<file path="config.mk">
export PLATFORM = sky130hd
export DESIGN_NAME = mul_ctrl
export DESIGN_NICKNAME = d
export VERILOG_FILES = /design/src/rtl/mul_ctrl_pkg.sv /design/src/rtl/mul_fuse_tag.sv /design/src/rtl/mul_ctrl.sv
export SDC_FILE = /design/constraint.sdc
export NUM_CORES = 1
export LEC_CHECK = 0
export CAP_MARGIN = 20
export CORE_UTILIZATION = 43
export CTS_CLUSTER_SIZE = 10
export DETAILED_ROUTE_END_ITERATION = 16
export GPL_ROUTABILITY_DRIVEN = 0
export PLACE_DENSITY = 0.88
export SKIP_LAST_GASP = 1
export SLEW_MARGIN = 40
export SYNTH_ARGS = -nofsm -noshare
export SYNTH_HDL_FRONTEND = slang
export SYNTH_SLANG_ARGS = --single-unit
</file>
<file path="constraint.sdc">
create_clock -name clk -period 2.4 [get_ports clk]
set_input_delay 0.24 -clock clk [delete_from_list [all_inputs] [get_ports clk]]
set_output_delay 0.24 -clock clk [all_outputs]
set_load 0.05 [all_outputs]
</file>
<file path="src/rtl/mul_ctrl_pkg.sv">
// Shared types and constants for the EX-stage multiply controller.
// State encoding, sign-mode codes and the fixed multiplier latency.
package mul_ctrl_pkg;

    typedef enum logic [1:0] {
        ST_IDLE = 2'd0,
        ST_RUN  = 2'd1,
        ST_FUSE = 2'd2,
        ST_RESP = 2'd3
    } mul_state_e;

    typedef logic [1:0] sign_t;

    // UNSIGNED_SIGNED follows mulhsu: op1 signed, op2 unsigned.
    localparam sign_t UNSIGNED_UNSIGNED = 2'd0;
    localparam sign_t SIGNED_SIGNED     = 2'd1;
    localparam sign_t UNSIGNED_SIGNED   = 2'd2;

    localparam int MUL_LATENCY = 4;

    localparam logic [1:0] CNT_LAST = 2'(MUL_LATENCY - 1);

endpackage

</file>
<file path="src/rtl/mul_fuse_tag.sv">
// Reuse tag: remembers {op1, op2, sign, high} of the last completed RUN.
// Ports: set/clr update the tag; cmp_* is the incoming request; hit flags
// a request for the other half of the product still held in the multiplier.
module mul_fuse_tag
    import mul_ctrl_pkg::*;
#(
    parameter int XLEN = 32
) (
    input  logic            clk,
    input  logic            rst_n,
    input  logic            set,
    input  logic            clr,
    input  logic [XLEN-1:0] op1,
    input  logic [XLEN-1:0] op2,
    input  sign_t           sign,
    input  logic            high,
    input  logic [XLEN-1:0] cmp_op1,
    input  logic [XLEN-1:0] cmp_op2,
    input  sign_t           cmp_sign,
    input  logic            cmp_high,
    output logic            hit
);

    logic            tag_v;
    logic [XLEN-1:0] tag_op1;
    logic [XLEN-1:0] tag_op2;
    sign_t           tag_sign;
    logic            tag_high;

    always_ff @(posedge clk) begin
        if (!rst_n) begin
            tag_v    <= 1'b0;
            tag_op1  <= '0;
            tag_op2  <= '0;
            tag_sign <= UNSIGNED_UNSIGNED;
            tag_high <= 1'b0;
        end else if (clr) begin
            tag_v <= 1'b0;
        end else if (set) begin
            tag_v    <= 1'b1;
            tag_op1  <= op1;
            tag_op2  <= op2;
            tag_sign <= sign;
            tag_high <= high;
        end
    end

    assign hit = tag_v
              && (tag_op1 == cmp_op1)
              && (tag_op2 == cmp_op2)
              && (tag_sign == cmp_sign)
              && (tag_high != cmp_high);

endmodule

</file>
<file path="src/rtl/mul_ctrl.sv">
// Sequencer for the 4-stage EX multiplier: request/response handshakes,
// operand latching, enable window, flush. Optional reuse path: MUL_FUSE_EN.
// Ports: req_* in, resp_* out, mul_* to/from the multiplier, flush, busy.
module mul_ctrl
    import mul_ctrl_pkg::*;
#(
    parameter int XLEN = 32
) (
    input  logic            clk,
    input  logic            rst_n,
    input  logic            req_valid,
    output logic            req_ready,
    input  logic [XLEN-1:0] req_op1,
    input  logic [XLEN-1:0] req_op2,
    input  logic [1:0]      req_sign,
    input  logic            req_high,
    input  logic            flush,
    output logic            resp_valid,
    input  logic            resp_ready,
    output logic [XLEN-1:0] resp_data,
    output logic            busy,
    output logic            mul_en,
    output logic            mul_word_sel,
    output logic [XLEN-1:0] mul_m1,
    output logic [XLEN-1:0] mul_m2,
    output logic [1:0]      mul_sign,
    input  logic            mul_done,
    input  logic [XLEN-1:0] mul_res
);

    mul_state_e state;
    logic [1:0] cnt;
    logic       hit;

`ifdef MUL_FUSE_EN
    logic tag_set;
    logic tag_clr;

    // Only a RUN that really completed leaves a usable product behind.
    assign tag_set = rst_n && (state == ST_RUN) && !flush && mul_done;
    // A flushed RUN/FUSE leaves the multiplier stages half updated.
    assign tag_clr = (state == ST_RUN || state == ST_FUSE) && flush;

    mul_fuse_tag #(
        .XLEN     (XLEN)
    ) u_tag (
        .clk      (clk),
        .rst_n    (rst_n),
        .set      (tag_set),
        .clr      (tag_clr),
        .op1      (mul_m1),
        .op2      (mul_m2),
        .sign     (mul_sign),
        .high     (mul_word_sel),
        .cmp_op1  (req_op1),
        .cmp_op2  (req_op2),
        .cmp_sign (req_sign),
        .cmp_high (req_high),
        .hit      (hit)
    );
`else
    assign hit = 1'b0;
`endif

    always_ff @(posedge clk) begin
        if (!rst_n) begin
            state        <= ST_IDLE;
            cnt          <= 2'd0;
            req_ready    <= 1'b0;
            resp_valid   <= 1'b0;
            resp_data    <= '0;
            busy         <= 1'b0;
            mul_en       <= 1'b0;
            mul_word_sel <= 1'b0;
            mul_m1       <= '0;
            mul_m2       <= '0;
            mul_sign     <= UNSIGNED_UNSIGNED;
        end else begin
            unique case (state)
                ST_IDLE: begin
                    if (req_valid && !flush) begin
                        mul_m1       <= req_op1;
                        mul_m2       <= req_op2;
                        mul_sign     <= req_sign;
                        mul_word_sel <= req_high;
                        cnt          <= 2'd0;
                        req_ready    <= 1'b0;
                        busy         <= 1'b1;
                        if (hit) begin
                            state <= ST_FUSE;
                        end else begin
                            state  <= ST_RUN;
                            mul_en <= 1'b1;
                        end
                    end else begin
                        req_ready <= 1'b1;
                    end
                end
                ST_RUN: begin
                    if (flush) begin
                        state     <= ST_IDLE;
                        mul_en    <= 1'b0;
                        busy      <= 1'b0;
                        req_ready <= 1'b1;
                    end else if (mul_done) begin
                        resp_data  <= mul_res;
                        state      <= ST_RESP;
                        mul_en     <= 1'b0;
                        resp_valid <= 1'b1;
                    end else if (cnt == CNT_LAST) begin
                        // Multiplier missed its slot: return 0.
                        resp_data  <= '0;
                        state      <= ST_RESP;
                        mul_en     <= 1'b0;
                        resp_valid <= 1'b1;
                    end else begin
                        cnt <= cnt + 2'd1;
                    end
                end
`ifdef MUL_FUSE_EN
                ST_FUSE: begin
                    if (flush) begin
                        state     <= ST_IDLE;
                        busy      <= 1'b0;
                        req_ready <= 1'b1;
                    end else begin
                        // Final stage still holds the product; just reselect.
                        resp_data  <= mul_res;
                        state      <= ST_RESP;
                        resp_valid <= 1'b1;
                    end
                end
`endif
                ST_RESP: begin
                    if (flush || resp_ready) begin
                        state      <= ST_IDLE;
                        resp_valid <= 1'b0;
                        busy       <= 1'b0;
                        req_ready  <= 1'b1;
                    end
                end
                default: begin
                    state      <= ST_IDLE;
                    mul_en     <= 1'b0;
                    resp_valid <= 1'b0;
                    busy       <= 1'b0;
                    req_ready  <= 1'b1;
                end
            endcase
        end
    end

endmodule

</file>
==> flow_metrics.py, run 1 <==
metrics = {
    "critical_path": {
        "cp.required_ns": 2.16,
        "slowest_stage": "clkdlybuf4s50_1",
        "path_buf_inv": 1,
        "r2r_setup_slack_ns": 0.63,
        "cp-start-kind": "register",
        "cp-end-kind": "output port",
        "critPathMaxStageDelay_ns": 0.84,
        "worst-path-max-fanout": 2,
        "crit_chain": "clkdlybuf4s50_1",
        "cp.arrival_ns": 1.54,
        "reg2reg_to": "mul_m2[11]$_SDFFE_PN0P_",
        "r2r.worst_path.cells": 4,
        "worstSetupPathType": "register to output port",
        "critPathTopFamily": "buffers and inverters",
        "worstReg2RegStart": "state[0]$_SDFFE_PN0P_",
    },
    "die": {
        "die_w_um": 98.9,
        "io_pins": 208,
        "die_h_um": 98.9,
        "core-area_sq_um": 8890,
        "start_util": 0.454,
        "rows": 34,
        "dieArea_sq_um": 9780,
    },
    "synth": {
        "synthArstFlopShare": 0,
        "ys.flop_type": "dfxtp_1",
        "synthCells": 482,
        "synth_compound_area_frac": 0.104,
        "yosys-top-cells-area": "dfxtp_1 53%, nand2_1 16%, a21oi_1 8.8%, mux2i_1 7.9%, nand3_1 4.0%",
        "syn-cell-area_sq_um": 4040,
        "ys_warn_count": 0,
        "synthXorXnorAreaFrac": 0,
        "synth-adder-area-share": 0.00310,
        "ys_seq_area_frac": 0.531,
        "syn_nets": 588,
        "syn_avg_cell_area_sq_um": 8.38,
        "synthMuxAreaShare": 0.0793,
        "yosys.cell_types.count": 26,
        "synth_edf_count": 0,
        "yosys.area.top_type": "dfxtp_1",
        "synth_simple_gate_area_frac": 0.226,
        "ys_ff_latch": 107,
        "synth_top_family_by_area": "simple AND/OR/NAND/NOR gates",
        "post-synth-top-area-fraction": 0.531,
    },
    "min_path": {
        "hp-class": "primary input to register",
        "hp-start": "rst_n",
        "hold_path_end": "mul_en$_SDFFE_PN0P_",
        "min_path_cells": 3,
    },
    "drt": {
        "drt_iter0_drc": 104,
        "first_pass_iters": 4,
        "vias": 3934,
        "drc_errors": 0,
        "postRouteAntennaNets": 0,
        "avgViaCountPerCell": 5.03,
        "finalWirelength_um": 11200,
        "avgRoutedWirePerCell_um": 14.4,
    },
    "timing": {
        "fin_ws_ns": 0.616,
        "min_period_ns": 1.78,
        "finalCritPeriodShare": 0.743,
        "skew_ns": 0.0158,
        "setup_viol": 0,
        "final_hold_viol_count": 0,
        "drv_slew": 0,
        "fmax_mhz": 561,
        "worst_pin_slew_ns": 0.715,
        "slew_headroom": 0.523,
        "tns_ns": 0,
        "whs_ns": 0.216,
        "rsz0062_at_grt": "false",
    },
    "finish": {
        "antennaDiodeCount": 0,
        "utilization": 0.711,
        "area_growth_pct": 56.6,
        "drive_gt1_frac": 0.0445,
        "fin_nets": 775,
        "finalNonFillerCells": 782,
    },
    "global_route": {
        "grt.overflow.total": 0,
        "grt_pass1_vias": 3863,
        "track_usage": 0.230,
        "grt_pass1_wl_um": 18000,
        "grt_antenna_before_repair": 0,
        "grt_max_degree": 72,
    },
    "clock_network": {
        "holdBufCountCts": 0,
        "htree_num_levels": 3,
        "cts_resized": 0,
        "cts_tree": "yes",
        "cts_root_buf": "clkbuf_8",
        "clk_path_buf_depth": 2,
        "post-cts-setup-buffers": 0,
        "numCtsBuffers": 9,
        "path_clk_slew_ns": 0.09,
        "clock_sinks": 107,
        "clock_latency_ns": 0.36,
    },
    "power_and_ir_drop": {
        "power_density_nw_per_um2": 588,
        "p_leak_nw": 2.44,
        "ir_worst_vdd_mv": 0.429,
    },
    "run_status": {
        "status": "completed",
    },
    "placement": {
        "portBuffers": 207,
        "dp_cells": 766,
        "place_ws_ns": 0.334,
        "dpl.hpwl_um": 8160,
    },
    "flow_run": {
        "drv_cap": 0,
    },
}
==> registers in the layout, summed over array words and instances (netlist names) <==
register and count:
mul_m1 32, mul_m2 32, resp_data 32, cnt 2, mul_sign 2, state 2, busy 1, mul_en 1
mul_word_sel 1, req_ready 1, resp_valid 1
==> tightest hold or removal path, stage by stage <==
cell,delay [ns]
buf_2,0.14
o21ai_0,0.08
nor2_1,0.05
==> cell usage after synthesis (all sizes together), types with 3 or more instances <==
cell	n
mux2i	32
nand2	170
nand3	32
dfxtp	107
a21oi	71
inv	4
o21ai	4
clkbuf	25
nand2b	4
buf	15
o22ai	3
==> metal layers <==
layer  share of wire  global-route usage  up-vias
li1                -                   -     1954
met1            0.39               0.252     1812
met2            0.51               0.416      145
met3           0.069              0.0624       23
met4           0.025              0.0987        0
met5               0                   0        -
==> cell type report <==
type	instances	area [sq um]
Fill cell	670	2570
Timing Repair Buffer	216	2160
Sequential cell	107	2140
Multi-Input combinational cell	331	1660
Clock buffer	11	141
Tap cell	108	135
Clock inverter	5	61.3
Inverter	4	17.5
==> report_power, final <==
group	switching, W	total [W]	leakage, nW	internal, W
clock network	0.000604	0.00112	0.104	0.000518
registers	0.0000353	0.00187	0.871	0.00184
logic	0.000407	0.000720	1.46	0.000313
==> how the worst max path moves through the flow <==
stage	start	end	slack (ns)	depth (start not counted)
finish	mul_en$_SDFFE_PN0P_	mul_en	0.62	1
global route	state[0]$_SDFFE_PN0P_	mul_m2[30]$_SDFFE_PN0P_	0.53	4
CTS	mul_m1[12]$_SDFFE_PN0P_	mul_m1[12]	0.60	1
floorplan	state[1]$_SDFFE_PN0P_	mul_m1[0]$_SDFFE_PN0P_	0.89	6
detailed placement	req_valid	mul_m1[6]$_SDFFE_PN0P_	0.33	5
global placement	req_valid	mul_m1[18]$_SDFFE_PN0P_	0.36	5
==> kinds of logic after synthesis <==
logic type / count (synthesis)
adders and majority gates: 1
buffers and inverters: 44
DFF: 107
AOI/OAI and AO/OA: 81
muxes: 32
and+or+nand+nor: 217
==> placed cells by master (no fill, tap or decap), types with 3 or more instances in the layout <==
cell	count
clkdlybuf4s50_1	206
nand2_1	170
dfxtp_1	107
a21oi_1	71
nand3_1	32
mux2i_1	32
clkbuf_8	10
buf_4	7
nand2b_1	4
o21ai_0	4
inv_1	3
o22ai_1	3
==> per-stage QoR <==
step | instance area [sq um] | total power [W]
floorplan | 4040 | 0.00231
global placement | 6120 | 0.00262
detailed placement | 6120 | 0.00263
CTS | 6320 | 0.00374
global route | 6320 | 0.00388
finish | 6320 | 0.00371
(Power assumes the default switching activity.)
==> run 2, diff against run 1 <==
--- a/config.mk
+++ b/config.mk
@@ -6,11 +6,11 @@
 export NUM_CORES = 1
 export LEC_CHECK = 0
 export CAP_MARGIN = 20
-export CORE_UTILIZATION = 43
+export CORE_UTILIZATION = 36
 export CTS_CLUSTER_SIZE = 10
 export DETAILED_ROUTE_END_ITERATION = 16
 export GPL_ROUTABILITY_DRIVEN = 0
-export PLACE_DENSITY = 0.88
+export PLACE_DENSITY = 0.79
 export SKIP_LAST_GASP = 1
 export SLEW_MARGIN = 40
 export SYNTH_ARGS = -nofsm -noshare
==> constraint.sdc (replaced) <==
create_clock -name clk -period 1.53 [get_ports clk]
set_input_delay 0.153 -clock clk [delete_from_list [all_inputs] [get_ports clk]]
set_output_delay 0.153 -clock clk [all_outputs]
set_load 0.05 [all_outputs]
==> run 2 against run 1 <==
Against the previous run:
- sequential power rose by 57%
- flip-flop and latch count did not move
- die area rose by 19%
- global-route usage fell by 3.9 points
- combinational power rose by 60%
- first-iteration DRC count rose by 78%
- count of clock-buffer cells in the layout rose by 1
- register-to-register slack got worse by 0.57 ns
- critical path type is now register to register
- critical path depth rose by 3
==> flow_metrics.py, run 2 (synthesis gave the netlist of run 1 again) <==
metrics = {
    "timing": {
        "whs_ns": 0.128,
        "slew_headroom": 0.761,
        "final_hold_viol_count": 0,
        "skew_ns": 0.00758,
        "drv_slew": 0,
        "setup_viol": 0,
        "finalCritPeriodShare": 0.962,
        "rsz0062_at_grt": "true",
        "fmax_mhz": 679,
        "worst_pin_slew_ns": 0.349,
        "min_period_ns": 1.47,
    },
    "drt": {
        "first_pass_iters": 4,
        "vias": 3992,
        "postRouteAntennaNets": 0,
        "avgRoutedWirePerCell_um": 14.0,
        "drc_errors": 0,
        "drt_iter0_drc": 185,
        "finalWirelength_um": 11600,
        "avgViaCountPerCell": 4.84,
    },
    "die": {
        "die_w_um": 108,
        "rows": 38,
        "start_util": 0.371,
        "io_pins": 208,
        "dieArea_sq_um": 11600,
        "core-area_sq_um": 10900,
        "die_h_um": 108,
    },
    "finish": {
        "fillerInstances": 982,
        "layout_common_cells": "170 x nand2_1, 117 x buf_4, 105 x dfxtp_1, 103 x clkdlybuf4s50_1, 71 x a21oi_1",
        "fin_nets": 787,
        "antennaDiodeCount": 0,
        "reg_top3": "mul_m1: 32 flops, mul_m2: 32 flops, resp_data: 32 flops",
        "area_growth_pct": 55.0,
        "drive_gt1_frac": 0.213,
        "mostFrequentLayoutCell": "nand2_1",
    },
    "min_path": {
        "hold_path_end": "mul_en$_SDFFE_PN0P_",
        "hp-class": "primary input to register",
        "hp-start": "rst_n",
        "min_path_cells": 3,
    },
    "flow_run": {
        "drv_cap": 0,
    },
    "critical_path": {
        "worst-path-max-fanout": 34,
        "cp-end-kind": "register",
        "cp.required_ns": 1.77,
        "worstSetupPathType": "register to register",
        "cp.arrival_ns": 1.71,
        "r2r.worst_path.cells": 4,
        "r2r_setup_slack_ns": 0.06,
        "cp-start-kind": "register",
        "reg2reg_to": "mul_m2[23]$_SDFFE_PN0P_",
        "worstReg2RegStart": "state[1]$_SDFFE_PN0P_",
    },
    "global_route": {
        "grt_max_degree": 66,
        "track_usage": 0.191,
        "grt_antenna_before_repair": 0,
        "grt_pass1_vias": 3895,
        "grt.overflow.total": 0,
        "grt_pass1_wl_um": 17600,
    },
    "placement": {
        "portBuffers": 207,
        "dpl.hpwl_um": 7810,
    },
    "power_and_ir_drop": {
        "p_leak_nw": 2.72,
        "ir_worst_vdd_mv": 0.680,
        "power_w": 0.00573,
        "power_density_nw_per_um2": 916,
    },
    "clock_network": {
        "clock_sinks": 107,
        "numCtsBuffers": 9,
        "path_clk_slew_ns": 0.10,
        "cts_root_buf": "clkbuf_8",
        "htree_num_levels": 3,
        "clk_path_buf_depth": 2,
        "cts_tree": "yes",
        "clock_latency_ns": 0.36,
    },
    "run_status": {
        "status": "completed",
    },
}
==> run 2: changes by cell type in the layout (fill, tap and decap cells not counted), sizes merged <==
cell / previous run / this run
buf: 10 / 124
clkdlybuf4s50: 206 / 103
clkbuf: 11 / 13
clkinv: 3 / 2
inv: 5 / 4
==> run 2: stage by stage <==
stage	cells	setup TNS (ns)	setup WS [ns]	instance area [sq um]	util
floorplan	482	0	0.0245	4040	-
global placement	805	-25.36	-0.272	5980	0.549
detailed placement	805	-29.75	-0.352	5980	0.549
CTS	822	0	0.0360	6220	0.571
global route	825	-0.00616	-0.00616	6260	0.575
finish	825	0	0.0579	6260	0.575
==> run 2: power by group <==
group | total [W] | internal (W) | switching, W
Clock | 0.00165 | 0.000747 | 0.000899
Sequential | 0.00294 | 0.00288 | 0.0000547
Combinational | 0.00115 | 0.000495 | 0.000656
==> run 2: per-layer routing <==
layer  global-route usage  up-vias  wire (um)
li1                     -     1976          -
met1                0.216     1852       4720
met2                0.332      144       5800
met3               0.0533       20        809
met4               0.0910        0        233
met5                    0        -          0
==> run 2: area by class of cell <==
cell class | count | area (sq um) | share of cell area
Sequential cell | 107 | 2140 | 0.343
Timing Repair Buffer | 228 | 2070 | 0.331
Multi-Input combinational cell | 331 | 1680 | 0.268
Tap cell | 140 | 175 | 0.0280
Clock buffer | 12 | 135 | 0.0216
Clock inverter | 3 | 40.0 | 0.00640
Inverter | 4 | 15.0 | 0.00240
==> run 2: worst max-delay path, stage by stage, from the launching register on <==
cell,delay [ns]
dfxtp_2,0.36
or4b_4,0.60
buf_12,0.19
nand2_1,0.10
a21oi_1,0.07
==> run 2: repair_timing <==
action	in CTS	in global routing
resized for setup	7	3
hold buffers	0	0
gates cloned	2	1
buffers inserted	0	2
pin swaps	0	1
endpoints found under the setup margin	101	43
==> run 2: worst max-delay path by stage <==
stage	startpoint	endpoint	slack, ns	cells past startpoint
CTS	state[0]$_SDFFE_PN0P_	cnt[1]$_SDFFE_PN0P_	0.04	4
finish	state[1]$_SDFFE_PN0P_	mul_m2[23]$_SDFFE_PN0P_	0.06	4
global placement	flush	mul_m2[26]$_SDFFE_PN0P_	-0.27	5
floorplan	state[1]$_SDFFE_PN0P_	mul_m1[0]$_SDFFE_PN0P_	0.02	6
global route	state[0]$_SDFFE_PN0P_	cnt[1]$_SDFFE_PN0P_	-0.006	4
detailed placement	req_valid	mul_m2[23]$_SDFFE_PN0P_	-0.35	5
